`config.mk`:
```
export PLATFORM = sky130hd
export DESIGN_NAME = dma_engine_flat
export DESIGN_NICKNAME = d
export VERILOG_FILES = /design/src/rtl/dma_engine_if.sv /design/src/rtl/dma_engine.sv /design/src/flat_wrapper.sv
export SDC_FILE = /design/constraint.sdc
export NUM_CORES = 1
export LEC_CHECK = 0
export ABC_AREA = 1
export CAP_MARGIN = 25
export CORE_AREA = 2 2 521 523
export DETAILED_ROUTE_END_ITERATION = 10
export DIE_AREA = 0 0 523 525
export MAX_ROUTING_LAYER = met4
export PLACE_DENSITY = 0.31
export RECOVER_POWER = 25
export SLEW_MARGIN = 20
export SYNTH_ARGS = -nofsm -noshare
export SYNTH_HDL_FRONTEND = slang
export SYNTH_SLANG_ARGS = --single-unit
```
`constraint.sdc`:
```
create_clock -name clk -period 2.34 [get_ports clk]
set_input_delay 0.234 -clock clk [delete_from_list [all_inputs] [get_ports clk]]
set_output_delay 0.234 -clock clk [all_outputs]
set_load 0.02 [all_outputs]
```
`src/rtl/dma_engine_if.sv`:
```
// DMA engine bus bundle: controller handshake, RAM port and filter/bias buffer port.
interface dma_engine_if #(
    parameter int unsigned DATA_W = 16,
    parameter int unsigned ADDR_W = 16,
    parameter int unsigned WIN    = 5,
    parameter int unsigned CNT_W  = 8
);
    localparam int unsigned N     = WIN * WIN;
    localparam int unsigned BLK_W = N * DATA_W;

    // controller side
    logic              start;
    logic [1:0]        mode;
    logic [ADDR_W-1:0] address;
    logic [ADDR_W-1:0] offset;
    logic [CNT_W-1:0]  count;
    logic [DATA_W-1:0] cnn_wr_data;
    logic [BLK_W-1:0]  cnn_rd_data;
    logic              busy;
    logic              done;
    logic              err;

    // RAM side
    logic              ram_en;
    logic              ram_write;
    logic [ADDR_W-1:0] ram_address;
    logic [ADDR_W-1:0] ram_offset;
    logic [DATA_W-1:0] ram_wdata;
    logic [BLK_W-1:0]  ram_rdata;
    logic              ram_finish;

    // filter/bias buffer side
    logic              fb_write;
    logic              fb_bias_or_filter;
    logic [CNT_W-1:0]  fb_index;
    logic [BLK_W-1:0]  fb_data;
    logic [CNT_W-1:0]  fb_valid;

    // engine view
    modport master (
        input  start, mode, address, offset, count, cnn_wr_data, ram_rdata, ram_finish,
        output cnn_rd_data, busy, done, err,
               ram_en, ram_write, ram_address, ram_offset, ram_wdata,
               fb_write, fb_bias_or_filter, fb_index, fb_data, fb_valid
    );

    // controller / RAM / buffer view
    modport slave (
        output start, mode, address, offset, count, cnn_wr_data, ram_rdata, ram_finish,
        input  cnn_rd_data, busy, done, err,
               ram_en, ram_write, ram_address, ram_offset, ram_wdata,
               fb_write, fb_bias_or_filter, fb_index, fb_data, fb_valid
    );
endinterface

```
`src/rtl/dma_engine.sv`:
```
// DMA engine: window read, word write, multi-filter load and chunked bias load
// between the CNN datapath, external RAM and the filter/bias buffer.
module dma_engine #(
    parameter int unsigned DATA_W  = 16,
    parameter int unsigned ADDR_W  = 16,
    parameter int unsigned WIN     = 5,
    parameter int unsigned CNT_W   = 8,
    parameter int unsigned TIMEOUT = 1024
) (
    input  logic         clk,
    input  logic         reset,
    dma_engine_if.master bus
);
    localparam int unsigned N      = WIN * WIN;
    localparam int unsigned BLK_W  = N * DATA_W;
    localparam int unsigned TMR_W  = $clog2(TIMEOUT + 1);
    localparam int unsigned BASE_W = CNT_W + $clog2(N) + 1;

    typedef enum logic [2:0] {S_IDLE, S_ISSUE, S_WAIT, S_NEXT, S_DONE} state_t;
    typedef enum logic [1:0] {M_RD, M_WR, M_FILT, M_BIAS} mode_t;

    state_t             state, state_n;
    mode_t              mode_q, mode_n;
    logic [ADDR_W-1:0]  inner_addr, inner_n;
    logic [CNT_W-1:0]   count_q, count_n;
    logic [CNT_W-1:0]   idx, idx_n;
    logic [BASE_W-1:0]  base, base_n;
    logic [BASE_W-1:0]  remain;
    logic [TMR_W-1:0]   timer, timer_n;

    logic               busy_q, busy_n;
    logic               done_q, done_n;
    logic               err_q, err_n;
    logic               ram_en_q, ram_en_n;
    logic               ram_write_q, ram_write_n;
    logic [ADDR_W-1:0]  addr_q, addr_n;
    logic [ADDR_W-1:0]  offset_q, offset_n;
    logic [DATA_W-1:0]  wdata_q, wdata_n;
    logic [BLK_W-1:0]   cnn_rd_q, cnn_rd_n;
    logic               fb_write_q, fb_write_n;
    logic               fb_bf_q, fb_bf_n;
    logic [CNT_W-1:0]   fb_index_q, fb_index_n;
    logic [BLK_W-1:0]   fb_data_q, fb_data_n;
    logic [CNT_W-1:0]   fb_valid_q, fb_valid_n;

    // State, transfer context and registered outputs
    always_ff @(posedge clk or negedge reset) begin
        if (!reset) begin
            state       <= S_IDLE;
            mode_q      <= M_RD;
            inner_addr  <= '0;
            count_q     <= '0;
            idx         <= '0;
            base        <= '0;
            timer       <= '0;
            busy_q      <= 1'b0;
            done_q      <= 1'b0;
            err_q       <= 1'b0;
            ram_en_q    <= 1'b0;
            ram_write_q <= 1'b0;
            addr_q      <= '0;
            offset_q    <= '0;
            wdata_q     <= '0;
            cnn_rd_q    <= '0;
            fb_write_q  <= 1'b0;
            fb_bf_q     <= 1'b0;
            fb_index_q  <= '0;
            fb_data_q   <= '0;
            fb_valid_q  <= '0;
        end else begin
            state       <= state_n;
            mode_q      <= mode_n;
            inner_addr  <= inner_n;
            count_q     <= count_n;
            idx         <= idx_n;
            base        <= base_n;
            timer       <= timer_n;
            busy_q      <= busy_n;
            done_q      <= done_n;
            err_q       <= err_n;
            ram_en_q    <= ram_en_n;
            ram_write_q <= ram_write_n;
            addr_q      <= addr_n;
            offset_q    <= offset_n;
            wdata_q     <= wdata_n;
            cnn_rd_q    <= cnn_rd_n;
            fb_write_q  <= fb_write_n;
            fb_bf_q     <= fb_bf_n;
            fb_index_q  <= fb_index_n;
            fb_data_q   <= fb_data_n;
            fb_valid_q  <= fb_valid_n;
        end
    end

    // Next state, context update and next values of the registered outputs
    always_comb begin
        state_n    = state;
        mode_n     = mode_q;
        inner_n    = inner_addr;
        count_n    = count_q;
        idx_n      = idx;
        base_n     = base;
        timer_n    = timer;
        err_n      = 1'b0;
        addr_n     = addr_q;
        offset_n   = offset_q;
        wdata_n    = wdata_q;
        cnn_rd_n   = cnn_rd_q;
        fb_write_n = 1'b0;
        fb_bf_n    = fb_bf_q;
        fb_index_n = fb_index_q;
        fb_data_n  = fb_data_q;
        fb_valid_n = fb_valid_q;
        remain     = BASE_W'(count_q) - base;

        case (state)
            S_IDLE: begin
                if (bus.start) begin
                    mode_n   = mode_t'(bus.mode);
                    inner_n  = bus.address;
                    addr_n   = bus.address;
                    offset_n = bus.offset;
                    count_n  = bus.count;
                    wdata_n  = bus.cnn_wr_data;
                    idx_n    = '0;
                    base_n   = '0;
                    timer_n  = '0;
                    // empty filter/bias loads complete without touching RAM
                    if (bus.mode[1] && (bus.count == '0)) begin
                        state_n = S_DONE;
                    end else begin
                        state_n = S_ISSUE;
                    end
                end
            end
            S_ISSUE: begin
                timer_n = '0;
                state_n = S_WAIT;
            end
            S_WAIT: begin
                if (bus.ram_finish) begin
                    state_n = S_NEXT;
                    if (mode_q == M_RD) begin
                        cnn_rd_n = bus.ram_rdata;
                    end
                    if ((mode_q == M_FILT) || (mode_q == M_BIAS)) begin
                        fb_write_n = 1'b1;
                        fb_bf_n    = (mode_q == M_FILT);
                        fb_index_n = idx;
                        fb_data_n  = bus.ram_rdata;
                        // only the final bias chunk can be short
                        if ((mode_q == M_FILT) || (remain >= BASE_W'(N))) begin
                            fb_valid_n = CNT_W'(N);
                        end else begin
                            fb_valid_n = CNT_W'(remain);
                        end
                    end
                end else if (timer == TMR_W'(TIMEOUT - 1)) begin
                    state_n = S_DONE;
                    err_n   = 1'b1;
                end else begin
                    timer_n = timer + TMR_W'(1);
                end
            end
            S_NEXT: begin
                state_n = S_DONE;
                idx_n   = idx + CNT_W'(1);
                base_n  = base + BASE_W'(N);
                inner_n = inner_addr + ADDR_W'(N);
                if (((mode_q == M_FILT) && (idx_n != count_q)) ||
                    ((mode_q == M_BIAS) && (base_n < BASE_W'(count_q)))) begin
                    state_n = S_ISSUE;
                    addr_n  = inner_n;
                end
            end
            S_DONE: begin
                state_n = S_IDLE;
            end
            default: begin
                state_n = S_IDLE;
            end
        endcase

        busy_n      = (state_n != S_IDLE);
        done_n      = (state_n == S_DONE);
        ram_en_n    = (state_n == S_ISSUE) || (state_n == S_WAIT);
        ram_write_n = ram_en_n && (mode_n == M_WR);
    end

    // Output drive
    assign bus.busy              = busy_q;
    assign bus.done              = done_q;
    assign bus.err               = err_q;
    assign bus.cnn_rd_data       = cnn_rd_q;
    assign bus.ram_en            = ram_en_q;
    assign bus.ram_write         = ram_write_q;
    assign bus.ram_address       = addr_q;
    assign bus.ram_offset        = offset_q;
    assign bus.ram_wdata         = wdata_q;
    assign bus.fb_write          = fb_write_q;
    assign bus.fb_bias_or_filter = fb_bf_q;
    assign bus.fb_index          = fb_index_q;
    assign bus.fb_data           = fb_data_q;
    assign bus.fb_valid          = fb_valid_q;
endmodule

```
`src/flat_wrapper.sv`:
```
// flat-port wrapper written by rule: the top's interface ports become plain ports
module dma_engine_flat 
#(
    parameter int unsigned DATA_W  = 16,
    parameter int unsigned ADDR_W  = 16,
    parameter int unsigned WIN     = 5,
    parameter int unsigned CNT_W   = 8,
    parameter int unsigned TIMEOUT = 1024
)
  (clk, reset, bus_start, bus_mode, bus_address, bus_offset, bus_count, bus_cnn_wr_data, bus_ram_rdata, bus_ram_finish, bus_cnn_rd_data, bus_busy, bus_done, bus_err, bus_ram_en, bus_ram_write, bus_ram_address, bus_ram_offset, bus_ram_wdata, bus_fb_write, bus_fb_bias_or_filter, bus_fb_index, bus_fb_data, bus_fb_valid);
  dma_engine_if #(.DATA_W(DATA_W), .ADDR_W(ADDR_W), .WIN(WIN), .CNT_W(CNT_W)) bus_i ();
  input  logic clk;
  input  logic reset;
  input wire logic [$bits(bus_i.start)-1:0] bus_start;
  input wire logic [$bits(bus_i.mode)-1:0] bus_mode;
  input wire logic [$bits(bus_i.address)-1:0] bus_address;
  input wire logic [$bits(bus_i.offset)-1:0] bus_offset;
  input wire logic [$bits(bus_i.count)-1:0] bus_count;
  input wire logic [$bits(bus_i.cnn_wr_data)-1:0] bus_cnn_wr_data;
  input wire logic [$bits(bus_i.ram_rdata)-1:0] bus_ram_rdata;
  input wire logic [$bits(bus_i.ram_finish)-1:0] bus_ram_finish;
  output wire logic [$bits(bus_i.cnn_rd_data)-1:0] bus_cnn_rd_data;
  output wire logic [$bits(bus_i.busy)-1:0] bus_busy;
  output wire logic [$bits(bus_i.done)-1:0] bus_done;
  output wire logic [$bits(bus_i.err)-1:0] bus_err;
  output wire logic [$bits(bus_i.ram_en)-1:0] bus_ram_en;
  output wire logic [$bits(bus_i.ram_write)-1:0] bus_ram_write;
  output wire logic [$bits(bus_i.ram_address)-1:0] bus_ram_address;
  output wire logic [$bits(bus_i.ram_offset)-1:0] bus_ram_offset;
  output wire logic [$bits(bus_i.ram_wdata)-1:0] bus_ram_wdata;
  output wire logic [$bits(bus_i.fb_write)-1:0] bus_fb_write;
  output wire logic [$bits(bus_i.fb_bias_or_filter)-1:0] bus_fb_bias_or_filter;
  output wire logic [$bits(bus_i.fb_index)-1:0] bus_fb_index;
  output wire logic [$bits(bus_i.fb_data)-1:0] bus_fb_data;
  output wire logic [$bits(bus_i.fb_valid)-1:0] bus_fb_valid;
  assign bus_i.start = bus_start;
  assign bus_i.mode = bus_mode;
  assign bus_i.address = bus_address;
  assign bus_i.offset = bus_offset;
  assign bus_i.count = bus_count;
  assign bus_i.cnn_wr_data = bus_cnn_wr_data;
  assign bus_i.ram_rdata = bus_ram_rdata;
  assign bus_i.ram_finish = bus_ram_finish;
  assign bus_cnn_rd_data = bus_i.cnn_rd_data;
  assign bus_busy = bus_i.busy;
  assign bus_done = bus_i.done;
  assign bus_err = bus_i.err;
  assign bus_ram_en = bus_i.ram_en;
  assign bus_ram_write = bus_i.ram_write;
  assign bus_ram_address = bus_i.ram_address;
  assign bus_ram_offset = bus_i.ram_offset;
  assign bus_ram_wdata = bus_i.ram_wdata;
  assign bus_fb_write = bus_i.fb_write;
  assign bus_fb_bias_or_filter = bus_i.fb_bias_or_filter;
  assign bus_fb_index = bus_i.fb_index;
  assign bus_fb_data = bus_i.fb_data;
  assign bus_fb_valid = bus_i.fb_valid;
  dma_engine #(.DATA_W(DATA_W), .ADDR_W(ADDR_W), .WIN(WIN), .CNT_W(CNT_W), .TIMEOUT(TIMEOUT)) u_core (.clk(clk), .reset(reset), .bus(bus_i));
endmodule
```
### Word-level counts from Yosys, hierarchy flattened

Cells that the tools add are included.

| storage, ports and cells | value |
|---|---|
| output and inout bits | 871 |
| bits in read-only memories | 0 |
| word-level logic and storage cells | 90 |
| RAM bits | 0 |
| bits in registers | 933 |
| input bits | 462 |
| bits in latches | 0 |
| memories kept | 0 |

| cells by class | value |
|---|---|
| shift-type cells | 0 |
| divide/modulo/power cells | 0 |
| reduce and logical (&&, ||, !) cells | 20 |
| magnitude comparators | 2 |
| $mul | 0 |
| equal/unequal tests | 15 |
| multiplexer cells | 27 |
| $add $sub $neg | 5 |
| bitwise logic cells | 0 |

Operator list:

| kind | count |
|---|---|
| one-hot mux 16 bit (2 select lines) | 2 |
| two-way mux 11 bit | 3 |
| one-hot mux 11 bit (3 select lines) | 1 |
| two-way mux 16 bit | 2 |
| one-hot mux 14 bit (2 select lines) | 1 |
| adder 16 x 5 -> 16 bit (second input constant) | 1 |
| two-way mux 8 bit | 2 |
| one-hot mux 8 bit (2 select lines) | 1 |
| two-way mux 3 bit | 5 |
| adder 14 x 5 -> 14 bit (second input constant) | 1 |
| >= comparator 14 x 5 -> 1 bit (second input constant) | 1 |
| < comparator 14 x 8 -> 1 bit | 1 |
| two-way mux 14 bit | 1 |
| subtractor 8 x 14 -> 14 bit | 1 |
| one-hot mux 3 bit (4 select lines) | 1 |
| adder 11 x 1 -> 11 bit (second input constant) | 1 |
| == test 11 x 10 -> 1 bit (second input constant) | 1 |
| == test 3 x 2 -> 1 bit (second input constant) | 3 |
| AND reduction 3 bit | 3 |
| adder 8 x 1 -> 8 bit (second input constant) | 1 |
| zero test 8 bit | 1 |
| inequality test 8 bit | 1 |
| == test 3 x 1 -> 1 bit (second input constant) | 2 |
| two-way mux 1 bit | 6 |
| other kinds (14) | 26 |

### Longest topological paths before layout

Gate-level depths: netlist of the first run.

| logic depth | value |
|---|---|
| depth after elaboration | 9 |
| gate-level depth with buffers | 18 |
| gate-level depth less buffers | 18 |

### Worst setup path before layout of the first run

OpenSTA, ideal clock, no wires.

| timing path | value |
|---|---|
| path kind | register to register |
| start | register u_core.base[0] |
| end | register u_core.addr_q[5] (netlist: u_core.bus.ram_address[5]) |
| cell stages (with the launch flop) | 17 |
| path slack | -0.132 ns |
| data required time | 2.225 ns |
| library setup time | 0.115 ns |
| period minus slack after synthesis | 2.472 ns |
| path buffers | 1 |
| data arrival time | 2.357 ns |
| cell sequence | dfrtp_1 > ha_1 > nand2_1 > nand2_2 > nand2_1 > xor2_1 > inv_1 > ha_1 > a211oi_1 > nand3_1 > nor2_4 > nand4_2 > nand3_4 > nand2_8 > buf_4 > nand2_1 > nand2_2 |

| between the ends | value |
|---|---|
| longest elaborated chain between the ends | 6 |

RTL lines:

| what | line | RTL |
|---|---|---|
| start, declared | dma_engine.sv:27 | `logic [BASE_W-1:0] base, base_n;` |
| start signal, assigned | dma_engine.sv:76 | `base <= base_n;` |
| adder 14 x 5 -> 14 bit | dma_engine.sv:168 | `base_n = base + BASE_W'(N);` |
| < comparator 14 x 8 -> 1 bit | dma_engine.sv:171 | `((mode_q == M_BIAS) && (base_n < BASE_W'(count_q)))) begin` |
| logical AND 1 bit | dma_engine.sv:171 |  |
| logical OR 1 bit | dma_engine.sv:170 | `if (((mode_q == M_FILT) && (idx_n != count_q)) \|\|` |
| inequality test 2 x 1 -> 1 bit (no source line) | - |  |
| AND reduction 3 bit (no source line) | - |  |
| end signal, assigned | dma_engine.sv:83 | `addr_q <= addr_n;` |
| end, declared | dma_engine.sv:36 | `logic [ADDR_W-1:0] addr_q, addr_n;` |

No other way between the ends.
A chain may end at the register's enable or synchronous reset.

### Worst setup path in the final report of the first run

Same ends and word-level chain as after synthesis.

==> results.cfg, run 1 <==
[detailed_routing]
drc_errors = 0
via_per_inst = 3.53
via_count = 32626
ant_nets = 0
drt-initial-drc-count = 1799
drtPass1Iterations = 7
postRouteWirelength_mm = 203
wl_per_cell_microns = 22.0

[synthesis]
async_flop_share_pct = 100
mappedNetlistArea_sq_um = 36400
synthTopCellsByArea = dfrtp_1 64%, nand2_1 12%, o21ai_1 6.8%
ys_types = 44
synth_edf_count = 0
yosys.area.top_type_share_pct = 64.2
yosysSeqAreaShare_pct = 64.2
synth_ff_type = dfrtp_1
synth_top_cell_by_area = dfrtp_1
ys_warn_count = 0
synth_seq_cells = 933
syn_nets = 4391
synthCells = 3908
syn_area_per_cell_sq_um = 9.31

[timing]
fin_crit_sh_pct = 104
tightest_slew_ns = 1.36
setup_ws_ns = -0.0964
finClkSkew_ns = 0.0384
hold_violations = 0
holdWs_ns = 0.0689
fin_setup_tns_ns = -1.39
max_freq_mhz = 410
fin_crit_ns = 2.44
rsz0062_at_grt = true
drv_slew = 0
max_slew_margin_pct = 9.57
setup-violations-final = 19

[setup_path]
startpoint_type = register
crit_chain = nand3_2 > nand2_2 > nand3_2 > xor2_2 > ha_1 > a211oi_2 > nand3_1 > nor2_4 > nand4_4 > nand3_4 > nand2_8 > inv_12 > nand2_4 > nand2_2
crit_family = simple AND/OR/NAND/NOR gates
ff2ff_path_depth = 14
worst-path-stages = 14
crit_slowest_cell = dfrtp_2
rrSetupSlack_ns = -0.1
cpPeakStageDelay_ns = 0.42
end_kind = register
critPathArrivalTime_ns = 3.15
path_max_fanout = 8
worstSetupPathType = reg -> reg
critPathRequiredTime_ns = 3.06
worst-path-buf-inv = 1

[placement]
hpwl_mm = 164
port-buffer-count = 1332
gp_congestion = 0.818
pre_cts_slack_ns = -0.209
place_area_sq_um = 55100
place_inst = 8767

[run_status]
violations = negative setup slack
status = finished, violations left

[job]
cap_violations = 0

[cts]
clock_path_buffers = 3
path_clk_slew_ns = 0.06
root_buffer = clkbuf_16
h-tree-depth = 3
cts_made_buffers = 121
clock_latency_ns = 0.78
cts_sinks = 933
cts_tree = yes

[power]
p_sw_share_pct = 41.9
switchingPower_mw = 39.1
leakage_nw = 27.9
p_total_mw = 93.2
internal_power_mw = 54.2
p_comb_share_pct = 48.7
seqPwrFrac_pct = 30.7
powerDensity_nw_per_um2 = 1520
peakVddDrop_mv = 0.726
p_clk_share_pct = 20.5

[global_route]
gr-usage-met3_pct = 5.69
grt_max_degree = 113
grt-busiest-layer = met2
antenna_found_initial = 79
grt_pass1_wl_mm = 281
gr-total-overflow = 0
grt_usage_pct = 14.8
gr-usage-met1_pct = 16.5
grt_pass1_vias = 34110
use_met2_pct = 25.3

[floorplanning]
die_area_sq_um = 275000
io_pins = 1333
core.rowCount = 191
die_y_microns = 525
start_util_pct = 13.5
die_w_microns = 523
coreArea_sq_um = 269000

[layout]
area_delta_synth_final_pct = 68.8
final_cells = 9249
final_layout_size_suffix_gt1_share_pct = 7.60
fin_nets = 6027
final_cell_area_sq_um = 61400
fin_util_pct = 22.8

[hold_path]
worstHoldPathType = in -> reg
worstHoldPathCells = 3
## per-layer routing
| metal | routed length, microns | vias to the layer above |
|---|---|---|
| met5 | 0 | - |
| met4 | 3530 | 0 |
| met3 | 19000 | 245 |
| met2 | 100000 | 1190 |
| met1 | 80500 | 15481 |
| li1 | - | 15710 |
## area by class of cell
class	count	area, sq um
antenna	35	87.6
clock buffer	193	3620
clock inverter	30	409
fill	29354	208000
inverter	511	1940
multi-input combinational	2266	10500
sequential	933	23400
tap	3570	4470
timing repair buffer	1710	17000
timing repair inverter	1	16.3
## what timing repair did
| action | CTS | global route |
|---|---|---|
| buffers inserted | 4 | 3 |
| gates resized for setup | 14 | 31 |
| gates cloned | 3 | 0 |
| pin swaps | 4 | 11 |
| endpoints found under the setup margin | 25 | 27 |
| hold buffers | 214 | 0 |
| endpoints found under the hold margin | 1123 | 0 |
## cells in the mapped netlist, drive strengths merged (12+ instances only)
library cell	n
a21oi	20
dfrtp	933
xor2	18
o21ai	862
ha	20
nor3	12
nand4	12
inv	511
nor2	67
clkbuf	153
buf	47
nand2	1160
nand3	61
## power groups by stage
| stage | Clock, mW | Sequential (mW) | Combinational, mW |
|---|---|---|---|
| floorplan | 0 | 36.8 | 11.8 |
| global placement | 0 | 28.7 | 45.5 |
| detailed placement | 0 | 28.8 | 45.3 |
| CTS | 20.0 | 28.7 | 46.0 |
| global route | 20.7 | 29.7 | 49.3 |
| finish | 19.1 | 28.7 | 45.4 |
## worst paths after layout
kind	from	endpoint
max	u_core.base[0]	u_core.bus.ram_address[5]
min	bus_ram_rdata[149]	u_core.bus.fb_data[149]
max reg2reg	u_core.base[0]	u_core.bus.ram_address[5]
min reg2reg	u_core.bus.ram_offset[8]	u_core.bus.ram_offset[8]
max in group asynchronous	reset	u_core.bus.fb_data[194]
min in group asynchronous	reset	u_core.bus.cnn_rd_data[57]
## sequential cells by signal (all words and copies together) (netlist names)
signal,cells
u_core.timer,11
u_core.bus.done,1
u_core.bus.fb_valid,8
u_core.bus.ram_write,1
u_core.base,14
u_core.bus.ram_en,1
u_core.count_q,8
u_core.inner_addr,16
u_core.bus.fb_data,400
u_core.idx,8
u_core.bus.err,1
u_core.bus.ram_wdata,16
u_core.bus.ram_address,16
u_core.bus.ram_offset,16
u_core.bus.cnn_rd_data,400
u_core.bus.fb_bias_or_filter,1
u_core.bus.fb_write,1
u_core.bus.fb_index,8
u_core.mode_q,2
u_core.bus.busy,1
u_core.state,3
## kinds of logic (layout without fill, tap and decap cells)
kind of cell | Yosys count | count (layout) | share of synthesized area [%]
buf+inv | 711 | 2445 | 7.56
flops | 933 | 933 | 64.2
xor+xnor | 19 | 19 | 0.457
simple gates | 1322 | 1324 | 14.5
other cells | 0 | 35 | 0
fa+ha+maj | 21 | 21 | 0.743
compound gates | 899 | 899 | 12.5
mux | 3 | 3 | 0.0929
## cells in the final DEF (no fill, tap or decap), types with 10 or more instances in the layout
master / netlist / routed
clkinv_2: 0 / 15
clkbuf_8: 0 / 32
nand2_2: 23 / 24
o21ai_1: 495 / 496
dlygate4sd3_1: 0 / 214
nor3_1: 10 / 10
nor2_1: 58 / 55
xor2_1: 18 / 15
a21oi_1: 20 / 17
nand3_1: 58 / 52
clkbuf_1: 153 / 52
o21ai_0: 367 / 366
nand2_1: 1135 / 1128
nand4_1: 11 / 11
buf_4: 2 / 106
inv_1: 503 / 501
clkbuf_16: 0 / 121
diode_2: 0 / 35
buf_12: 1 / 31
ha_1: 20 / 16
dfrtp_1: 933 / 930
clkbuf_2: 0 / 12
clkdlybuf4s50_1: 0 / 1328
## worst min-delay path, delay by kind of cell
kind	cells	cell delay, ns
buf+inv	2	0.48
compound gates	1	0.07
No activity file was read; power rests on OpenSTA's default activity.
==> run 2: changes to the inputs <==
- SKIP_CTS_REPAIR_TIMING: unset -> 1
==> run 2 against run 1 <==
The flow still finishes with violations (negative setup slack). Cell area decreased by 2.4%. Clock skew increased by 0.0010 ns. Critical path type unchanged. Sequential cell count unchanged. Highest routed layer unchanged. First-iteration DRC count decreased by 4.1%. Register-to-register slack got worse by 0.06 ns. Utilization decreased by 0.55 points. Largest power group unchanged. Clock-buffer cell count unchanged.
==> results.cfg, run 2 (synthesis gave the netlist of run 1 again) <==
[detailed_routing]
drt-initial-drc-count = 1726
wl_per_cell_microns = 22.3
via_count = 31953
postRouteWirelength_mm = 202
drtPass1Iterations = 5
ant_nets = 0
drc_errors = 0
via_per_inst = 3.51

[layout]
final_cells = 9091
ff_latch_area_sq_um = 23400
final_common_cell = clkdlybuf4s50_1
most-common-layout-cells = 1328 x clkdlybuf4s50_1, 1118 x nand2_1, 930 x dfrtp_1
final_cell_area_sq_um = 59900
final_layout_size_suffix_gt1_share_pct = 8.02
fin_nets = 5871
area_delta_synth_final_pct = 64.8
multi_input_area_sq_um = 10500
nFillCells = 29429

[setup_path]
critPathArrivalTime_ns = 3.16
crit_slowest_cell = dfrtp_2
end_kind = register
crit_family = simple AND/OR/NAND/NOR gates
cpMostUsedCell = nand2_4
path_max_fanout = 7
critPathRequiredTime_ns = 3.01
crit_chain = ha_4 > nand2_4 > nand2_4 > nand2_4 > xor2_2 > inv_1 > ha_2 > a211oi_2 > nand3_2 > nor2_4 > nand4_4 > nand3_4 > nand2_8 > clkbuf_16 > nand2_1 > nand2_1
cpPeakStageDelay_ns = 0.47
worstSetupPathType = reg -> reg
startpoint_type = register
worst-path-buf-inv = 2

[floorplanning]
die_area_sq_um = 275000
start_util_pct = 13.5
die_w_microns = 523
die_y_microns = 525
coreArea_sq_um = 269000
core.rowCount = 191
io_pins = 1333

[timing]
setup-violations-final = 19
holdWs_ns = 0.00940
rsz0062_at_grt = true
finClkSkew_ns = 0.0395
fin_crit_sh_pct = 107
max_slew_margin_pct = 9.04
drv_slew = 0
setup_ws_ns = -0.153
fin_crit_ns = 2.49
hold_violations = 0
tightest_slew_ns = 1.36
max_freq_mhz = 401

[global_route]
antenna_found_initial = 77
grt_pass1_wl_mm = 278
grt_max_degree = 113
gr-total-overflow = 0
grt_usage_pct = 14.7
grt_pass1_vias = 33082

[job]
cap_violations = 0

[placement]
hpwl_mm = 164
gp_congestion = 0.818
port-buffer-count = 1332
place_inst = 8767
place_area_sq_um = 55100

[run_status]
status = finished, violations left
violations = negative setup slack

[cts]
path_clk_slew_ns = 0.06
cts_sinks = 933
clock_path_buffers = 3
cts_tree = yes
h-tree-depth = 3
root_buffer = clkbuf_16
cts_made_buffers = 121
clock_latency_ns = 0.78

[power]
leakage_nw = 27.3
powerDensity_nw_per_um2 = 1550
switchingPower_mw = 39.0
p_comb_share_pct = 48.6
seqPwrFrac_pct = 30.8
peakVddDrop_mv = 0.725
p_sw_share_pct = 41.8
internal_power_mw = 54.1
p_clk_share_pct = 20.6

[hold_path]
worstHoldPathType = in -> reg
-- run 2: cell count changes in the layout (fill, tap and decap cells not counted), moves of 2 or more --
| cell | delta |
|---|---|
| dlygate4sd3_1 | -155 |
| nand2_1 | -10 |
| nand2_2 | +8 |
| diode_2 | -2 |
| buf_4 | -3 |
| buf_6 | +2 |
-- run 2: stage by stage --
stage | util (%) | TNS (ns) | power [mW] | worst slack, ns
after floorplan | - | 0 | 48.6 | 0.00596
after global placement | 20.5 | -3.46 | 74.1 | -0.195
after detailed placement | 20.5 | -3.25 | 74.1 | -0.209
after CTS | 21.9 | -4.08 | 94.2 | -0.230
after global routing | 22.2 | -13.66 | 99.5 | -0.289
final | 22.3 | -2.09 | 93.1 | -0.153
-- run 2: area by class of cell --
type	count	area share, %
Sequential cell	933	39.0
Timing Repair Buffer	1557	25.9
Multi-Input combinational cell	2264	17.6
Tap cell	3570	7.45
Clock buffer	193	6.04
Inverter	511	3.23
Clock inverter	30	0.683
Antenna cell	33	0.138
-- run 2: power by group through the flow --
stage	Sequential, mW	Combinational (mW)	Clock [mW]
after floorplan	36.8	11.8	0
after global placement	28.7	45.5	0
after detailed placement	28.8	45.3	0
after CTS	28.7	45.4	20.0
after global routing	29.7	49.2	20.6
final	28.7	45.2	19.1
-- run 2: routing by layer --
metal / vias up / share of wire, % / routed length, microns / global-route usage [%]
met5: - / 0 / 0 / -
met4: 0 / 1.8 / 3650 / 2.62
met3: 250 / 9.8 / 19900 / 6.21
met2: 1149 / 49 / 99600 / 25.1
met1: 15160 / 39 / 79300 / 16.1
li1: 15394 / - / - / -
-- run 2: final timing paths --
check / startpoint / to / slack (ns) / cells past startpoint
max: u_core.base[0] / u_core.bus.ram_address[15] / -0.15 / 16
min reg2reg: u_core.bus.ram_offset[2] / u_core.bus.ram_offset[2] / 0.47 / 2
max in group asynchronous: reset / u_core.bus.fb_data[194] / 0.09 / 6
max reg2reg: u_core.base[0] / u_core.bus.ram_address[15] / -0.15 / 16
min: bus_cnn_wr_data[6] / u_core.bus.ram_wdata[6] / 0.009 / 3
min in group asynchronous: reset / u_core.bus.cnn_rd_data[45] / 0.52 / 3
-- run 2: tightest hold or removal path, stage by stage --
cell,delay [ns]
clkdlybuf4s50_1,0.39
nand2_1,0.06
nand2_1,0.04
==> run 3: changes to the inputs <==
- CAP_MARGIN: 25 -> unset
==> results of run 3 <==
No change in the layout: final DEF, timing and power equal those of run 2.
